## src/rtl/dpi_stream_sequencer_if.sv

```systemverilog
// Byte-stream ingress bus for the DPI stream sequencer.
// The master (packet source) drives the beat and its framing flags.
// The slave (sequencer) returns in_ready. A beat transfers on any rising
// edge where in_valid and in_ready are both high.
interface dpi_stream_sequencer_if;
  logic       in_valid;
  logic       in_ready;
  logic [7:0] in_data;
  logic       in_sop;
  logic       in_eop;
  logic [5:0] in_sid;

  modport master (
    output in_valid,
    output in_data,
    output in_sop,
    output in_eop,
    output in_sid,
    input  in_ready
  );

  modport slave (
    input  in_valid,
    input  in_data,
    input  in_sop,
    input  in_eop,
    input  in_sid,
    output in_ready
  );
endinterface

```

## src/rtl/dpi_stream_sequencer.sv

```systemverilog
// DPI stream sequencer.
// Sequences packets from a byte stream into a bank of parallel regex
// matchers. For each packet it does the following:
//   - looks up the per-stream enable mask and the seen flag;
//   - pulses load_state so the matchers can restore their context;
//   - streams the bytes through;
//   - drains the matcher pipeline;
//   - pulses eop to commit the packet.
//
// All matcher-facing pulses (load_state, char_in, char_in_vld, eop) are
// registered one stage behind the FSM state, so they share a single
// timing reference:
//   - load_state in cycle L gives the first char_in_vld at L+3;
//   - there are exactly DRAIN_CYC idle cycles between the last
//     char_in_vld of a normally ended packet and its eop.
module dpi_stream_sequencer #(
  parameter int NUM_RE    = 8,
  parameter int DRAIN_CYC = 4
) (
  input  logic                  clk,
  input  logic                  rst_n,
  dpi_stream_sequencer_if.slave s_in,
  input  logic                  cfg_we,
  input  logic [5:0]            cfg_sid,
  input  logic [NUM_RE-1:0]     cfg_mask,
  input  logic                  cfg_clr,
  output logic                  load_state,
  output logic                  new_stream_id,
  output logic [5:0]            stream_id,
  output logic [NUM_RE-1:0]     enable,
  output logic [7:0]            char_in,
  output logic                  char_in_vld,
  output logic                  eop,
  output logic                  busy,
  output logic [15:0]           pkt_count,
  output logic [15:0]           err_count
);

  localparam int NUM_SID = 64;
  localparam int DW = (DRAIN_CYC > 1) ? $clog2(DRAIN_CYC) : 1;
  localparam logic [DW-1:0] DRAIN_LAST = DW'(DRAIN_CYC - 1);

  typedef enum logic [2:0] {
    IDLE,
    LOAD,
    GAP1,
    GAP2,
    STREAM,
    DRAIN,
    COMMIT
  } state_t;

  state_t              state;
  state_t              state_nx;

  logic [NUM_RE-1:0]   en_table [NUM_SID];
  logic [NUM_SID-1:0]  seen;

  // High once the sop beat that opened the current packet has been taken.
  // A later sop inside STREAM is then a framing error.
  logic                got_first;
  logic [DW-1:0]       drain_cnt;

  logic                ready;
  logic                stream_xfer;
  logic                err_inc;
  logic                start;

  assign s_in.in_ready = ready;
  assign busy          = (state != IDLE);

  // Next-state and handshake decode for the packet sequencing FSM.
  // NOTE: every output of this block gets a default before the case, so no
  // path leaves a variable unassigned and no latch is inferred.
  always_comb begin
    state_nx    = state;
    ready       = 1'b0;
    stream_xfer = 1'b0;
    err_inc     = 1'b0;
    start       = 1'b0;
    case (state)
      IDLE: begin
        if (s_in.in_valid && s_in.in_sop) begin
          // Hold the sop beat; it is consumed once the matchers are loaded.
          state_nx = LOAD;
          start    = 1'b1;
        end else begin
          // Anything else arriving outside a packet is swallowed as an error.
          ready = 1'b1;
          if (s_in.in_valid) begin
            err_inc = 1'b1;
          end
        end
      end
      LOAD: state_nx = GAP1;
      GAP1: state_nx = GAP2;
      GAP2: state_nx = STREAM;
      STREAM: begin
        if (s_in.in_valid && s_in.in_sop && got_first) begin
          // A new packet started before this one ended.
          // Close out the current packet and leave the sop beat waiting.
          err_inc  = 1'b1;
          state_nx = DRAIN;
        end else begin
          ready = 1'b1;
          if (s_in.in_valid) begin
            stream_xfer = 1'b1;
            if (s_in.in_eop) begin
              state_nx = DRAIN;
            end
          end
        end
      end
      DRAIN: begin
        if (drain_cnt == '0) begin
          state_nx = COMMIT;
        end
      end
      COMMIT:  state_nx = IDLE;
      default: state_nx = IDLE;
    endcase
  end

  // State register with synchronous active-low reset.
  // NOTE: sequential state uses non-blocking assignments only.
  // Every flop then samples pre-edge values regardless of block ordering.
  always_ff @(posedge clk) begin
    if (!rst_n) begin
      state <= IDLE;
    end else begin
      state <= state_nx;
    end
  end

  // Per-stream configuration table and seen flags.
  // NOTE: this storage is reset explicitly. A packet arriving right after
  // reset must see an all-zero enable mask and a fresh seen flag, so the
  // storage is built from resettable flops rather than a RAM.
  always_ff @(posedge clk) begin
    if (!rst_n) begin
      seen <= '0;
      for (int i = 0; i < NUM_SID; i++) begin
        en_table[i] <= '0;
      end
    end else begin
      if (cfg_we) begin
        en_table[cfg_sid] <= cfg_mask;
      end
      if (state == COMMIT) begin
        seen[stream_id] <= 1'b1;
      end
      // Placed last so that a clear hitting the sid being committed wins.
      if (cfg_clr) begin
        seen[cfg_sid] <= 1'b0;
      end
    end
  end

  // Registered matcher interface: packet context, byte pipe and pulses.
  always_ff @(posedge clk) begin
    if (!rst_n) begin
      load_state    <= 1'b0;
      eop           <= 1'b0;
      char_in       <= '0;
      char_in_vld   <= 1'b0;
      stream_id     <= '0;
      enable        <= '0;
      new_stream_id <= 1'b0;
    end else begin
      load_state  <= (state == LOAD);
      eop         <= (state == COMMIT);
      char_in_vld <= stream_xfer;
      if (stream_xfer) begin
        char_in <= s_in.in_data;
      end
      // Context is captured once, on the way into LOAD.
      // It then stays frozen until the next packet starts. A config write
      // made after this point only affects later packets.
      if (start) begin
        stream_id     <= s_in.in_sid;
        enable        <= en_table[s_in.in_sid];
        new_stream_id <= ~seen[s_in.in_sid];
      end
    end
  end

  // Packet-phase bookkeeping: first-beat tracking and the drain timer.
  always_ff @(posedge clk) begin
    if (!rst_n) begin
      got_first <= 1'b0;
      drain_cnt <= DRAIN_LAST;
    end else begin
      if (state != STREAM) begin
        got_first <= 1'b0;
      end else if (stream_xfer) begin
        got_first <= 1'b1;
      end
      if (state == DRAIN) begin
        drain_cnt <= drain_cnt - DW'(1);
      end else begin
        drain_cnt <= DRAIN_LAST;
      end
    end
  end

  // Committed-packet and protocol-error counters; both wrap at 2^16.
  always_ff @(posedge clk) begin
    if (!rst_n) begin
      pkt_count <= '0;
      err_count <= '0;
    end else begin
      if (state == COMMIT) begin
        pkt_count <= pkt_count + 16'd1;
      end
      if (err_inc) begin
        err_count <= err_count + 16'd1;
      end
    end
  end

endmodule

```

## src/flat_wrapper.sv

```systemverilog
// flat-port wrapper written by rule: the top's interface ports become plain ports
module dpi_stream_sequencer_flat 
#(
  parameter int NUM_RE    = 8,
  parameter int DRAIN_CYC = 4
)
  (clk, rst_n, cfg_we, cfg_sid, cfg_mask, cfg_clr, load_state, new_stream_id, stream_id, enable, char_in, char_in_vld, eop, busy, pkt_count, err_count, s_in_in_valid, s_in_in_data, s_in_in_sop, s_in_in_eop, s_in_in_sid, s_in_in_ready);
  dpi_stream_sequencer_if s_in_i ();
  input  logic clk;
  input  logic rst_n;
  input  logic cfg_we;
  input  logic [5:0] cfg_sid;
  input  logic [NUM_RE-1:0] cfg_mask;
  input  logic cfg_clr;
  output logic load_state;
  output logic new_stream_id;
  output logic [5:0] stream_id;
  output logic [NUM_RE-1:0] enable;
  output logic [7:0] char_in;
  output logic char_in_vld;
  output logic eop;
  output logic busy;
  output logic [15:0] pkt_count;
  output logic [15:0] err_count;
  input wire logic [$bits(s_in_i.in_valid)-1:0] s_in_in_valid;
  input wire logic [$bits(s_in_i.in_data)-1:0] s_in_in_data;
  input wire logic [$bits(s_in_i.in_sop)-1:0] s_in_in_sop;
  input wire logic [$bits(s_in_i.in_eop)-1:0] s_in_in_eop;
  input wire logic [$bits(s_in_i.in_sid)-1:0] s_in_in_sid;
  output wire logic [$bits(s_in_i.in_ready)-1:0] s_in_in_ready;
  assign s_in_i.in_valid = s_in_in_valid;
  assign s_in_i.in_data = s_in_in_data;
  assign s_in_i.in_sop = s_in_in_sop;
  assign s_in_i.in_eop = s_in_in_eop;
  assign s_in_i.in_sid = s_in_in_sid;
  assign s_in_in_ready = s_in_i.in_ready;
  dpi_stream_sequencer #(.NUM_RE(NUM_RE), .DRAIN_CYC(DRAIN_CYC)) u_core (.clk(clk), .rst_n(rst_n), .s_in(s_in_i), .cfg_we(cfg_we), .cfg_sid(cfg_sid), .cfg_mask(cfg_mask), .cfg_clr(cfg_clr), .load_state(load_state), .new_stream_id(new_stream_id), .stream_id(stream_id), .enable(enable), .char_in(char_in), .char_in_vld(char_in_vld), .eop(eop), .busy(busy), .pkt_count(pkt_count), .err_count(err_count));
endmodule
```

## config.mk

```make
export PLATFORM = sky130hd
export DESIGN_NAME = dpi_stream_sequencer_flat
export DESIGN_NICKNAME = d
export VERILOG_FILES = /design/src/rtl/dpi_stream_sequencer_if.sv /design/src/rtl/dpi_stream_sequencer.sv /design/src/flat_wrapper.sv
export SDC_FILE = /design/constraint.sdc
export NUM_CORES = 1
export LEC_CHECK = 0
export ABC_AREA = 1
export BUFFER_PORTS_ARGS = -buffer_cell sky130_fd_sc_hd__buf_2
export CAP_MARGIN = 40
export CORE_MARGIN = 2
export CORE_UTILIZATION = 36
export CTS_BUF_LIST = sky130_fd_sc_hd__clkbuf_16
export CTS_CLUSTER_SIZE = 24
export DETAILED_ROUTE_END_ITERATION = 8
export GPL_TIMING_DRIVEN = 0
export MAX_ROUTING_LAYER = met4
export SYNTH_ARGS = -nofsm -noshare
export SYNTH_HDL_FRONTEND = slang
export SYNTH_SLANG_ARGS = --single-unit
```

## constraint.sdc

```tcl
create_clock -name clk -period 5.1 [get_ports clk]
set_input_delay 1.02 -clock clk [delete_from_list [all_inputs] [get_ports clk]]
set_output_delay 1.02 -clock clk [all_outputs]
set_load 0.03 [all_outputs]
```

==> metrics.md <==
| Metric | Value |
|---|---|
| Nets | 3466 |
| Synth Instances | 3245 |
| Synth Area per Inst | 9.06 um2 |
| CP max stage delay | 380 ps |
| Leakage | 13.2 nW |
| Maximum VDD drop | 280 uV |
| FFs w/ async S/R, synth | 0% |
| Area Growth Syn to Fin | 14.6% |
| Worst Path Buf+Inv | 2 |
| CTS tree | done |
| Worst Tran Pin Value | 1010 ps |
| Synth area leader | edfxtp_1 |
| Max Transition Viols Final | 0 |
| Grt total ovfl | 0 |
| Initial antenna violation count | 5 |
| TritonRoute pass-1 iters | 8 |
| Routed Antenna Nets | 0 |
| Share of layout cells above drive strength 1 | 10.6% |
| Clock Sinks | 640 |
| Total negative slack | 0 ps |
| Placement Setup Slack | 1650 ps |
| Reg-to-reg startpoint | u_core.state[1] |
| Port Buffers | 89 |
| Rows | 104 |
| DRC viols | 0 |
| RePlAce Congestion | 1.02 |
| 1st-iter DRT viols | 3088 |
| Num CTS Buffers | 72 |
| Skew final | 42.3 ps |
| Total track usage | 28.1% |
| Wirelength per Cell | 25.6 um |
| Slew margin rel. | 32.9% |
| Total setup buffers inserted after CTS | 0 |
| Final wirelength | 117000 um |
| Max Cap Viol | 0 |
| Main area contributors after synthesis | edfxtp_1, nand2_1, dfxtp_1 |
| Sequential-to-total area share from yosys stat | 61.0% |
| Num ports | 95 |
| Register Area | 17900 um2 |
| Predominant post-synthesis flop cell | edfxtp_1 |
| Largest net degree at the start of global routing | 14 |
| Max clock buf depth | 3 |
| Setup violators final | 0 |
| Fill cells | 7968 |
| Post-cts repair resize count | 0 |
| Top cell type's share of synthesized area | 52.3% |
| Via Count | 25300 |
| Hold path cells | 1 |
| Vias per cell | 5.56 |
| Tot Pwr | 12.2 mW |
| CP Data Required Time | 4080 ps |
| Die area | 84000 um2 |
| RSZ-0062 raised after global routing | false |
| Worst-path maximum fanout | 5 |
| Vias in the first global route | 23600 |
| Width of the die | 290 um |
| R2r setup slk | 3120 ps |
| Final hold violation count | 0 |
| Critical path origin | s_in_in_valid |
| Critical Path AT | 2000 ps |
| Post-Synthesis Cell Area | 29400 um2 |
| H-Tree Depth | 3 |
| Most instantiated library cell after synthesis | nand2_1 |
| Cell family with the largest share of critical-path delay | compound AO/OA/AOI/OAI gates |
| Power Density | 363 nW/um2 |
| Post-synth EDFFs | 512 |
| Placed Cells | 4413 |
| HP Class | register to register |
| Post-detail-place hpwl | 86400 um |
| Multi-input combinational cell area | 10000 um2 |
| Fmax | 332 MHz |
| Setup crit end kind | primary output |
| Synth unique cells | 43 |
| Fin worst setup slack | 2080 ps |
| Fin cells | 4548 |
| Post-synth top cells | nand2_1, nor2_1, edfxtp_1, nand3_1, dfxtp_1 |
| Reg2reg end | u_core.seen[39] |
| Starting Density | 36.5% |
| R2R cell count | 6 |
| Core ar. | 80700 um2 |
| Status | complete, no violations |
| Root buf cell | clkbuf_16 |
| Hold slack | 389 ps |
| CP max stage cell | o21ai_0 |
| Cells along the critical path | buf_2 -> nand2_1 -> o21ai_0 -> o21ai_0 -> buf_2 |
| Clk slew on worst S/H paths | 50 ps |
| Hold EP | u_core.drain_cnt[0] |
| Hold path startpoint | u_core.drain_cnt[0] |
| Yosys reg bits | 640 |
| Crit start category | input port |
| Synthesized net count | 3283 |
| Warnings, synthesis | 0 |
| Critical path class | input port to primary output |
| Worst skew pair latency | 650 ps |
| Period utilization | 59.1% |
| Vert. Die Dim | 290 um |
| Hold_buf cts | 0 |
| Fin crit period | 3020 ps |
| First-pass GRT wire length | 165000 um |
worst register-to-register path: stages, from the launching register on:
cell      delay, ps
dfxtp_1         470
nand3_4         190
clkinv_2        200
nand2_4         120
nor3_4          560
a21oi_1         200
a211oi_2        190
cell type report:
cell class	count	share of cell area (%)
well taps	1060	3.93
clock inverters	57	1.28
diodes	4	0.0297
inverters	127	1.43
multi-input cells	2274	29.8
plain buffers	204	2.81
clock buffers	73	5.42
flip-flops and latches	640	53.2
repair buffers	109	2.08
metal layers:
metal / GRT usage [%] / wire length [um]
met5: - / 0
met4: 15.5 / 7170
met3: 5.39 / 12000
met2: 42.7 / 52300
met1: 35.3 / 45200
power by group:
group / total [mW] / switching, mW / internal (mW) / leakage, nW
Sequential: 5.93 / 0.0748 / 5.85 / 5.90
Combinational: 1.20 / 0.938 / 0.263 / 6.10
Clock: 5.09 / 2.22 / 2.87 / 1.17
through the flow:
stage | util [%] | instance area, um2
after floorplan | - | 29400
after global placement | 38.6 | 31200
after detailed placement | 39.0 | 31400
after CTS | 41.8 | 33700
after global routing | 41.8 | 33700
final | 41.8 | 33700
sequential cells by signal (all words and copies together), names as in the netlist:
name                  cells
u_core.new_stream_id      1
u_core.stream_id          6
u_core.eop                1
u_core.en_table         512
u_core.got_first          1
u_core.state              3
u_core.char_in            8
u_core.enable             8
u_core.pkt_count         16
u_core.load_state         1
u_core.char_in_vld        1
u_core.seen              64
u_core.drain_cnt          2
u_core.err_count         16
cell families (layout without fill, tap and decap cells):
kind of cell / count (synthesis) / in the layout / share of synthesized area (%)
fa+ha+maj: 3 / 3 / 0.128
simple gates: 2041 / 2041 / 29.2
buf+inv: 331 / 570 / 4.86
flops: 640 / 640 / 61.0
xor+xnor: 3 / 3 / 0.0894
other cells: 0 / 4 / 0
compound gates: 227 / 227 / 4.74
worst max path at each step:
stage / end / slack (ps) / cells after the start
6_report: s_in_in_ready / 2080 / 5
5_1_grt: s_in_in_ready / 1900 / 5
4_1_cts: s_in_in_ready / 2080 / 5
3_5_place_dp: u_core.en_table[19][2] / 1650 / 6
3_3_place_gp: u_core.en_table[34][5] / 1250 / 5
2_1_floorplan: s_in_in_ready / 2170 / 3
layout by cell type (no fill, tap or decap), types with 34 or more instances in the layout:
cell,n
a211oi_1,55
a21oi_1,94
buf_1,34
buf_2,152
clkbuf_1,81
clkbuf_16,73
dfxtp_1,128
edfxtp_1,512
inv_1,118
nand2_1,818
nand3_1,512
nor2_1,638
o21ai_0,40
No activity file was read; power rests on OpenSTA's default activity.
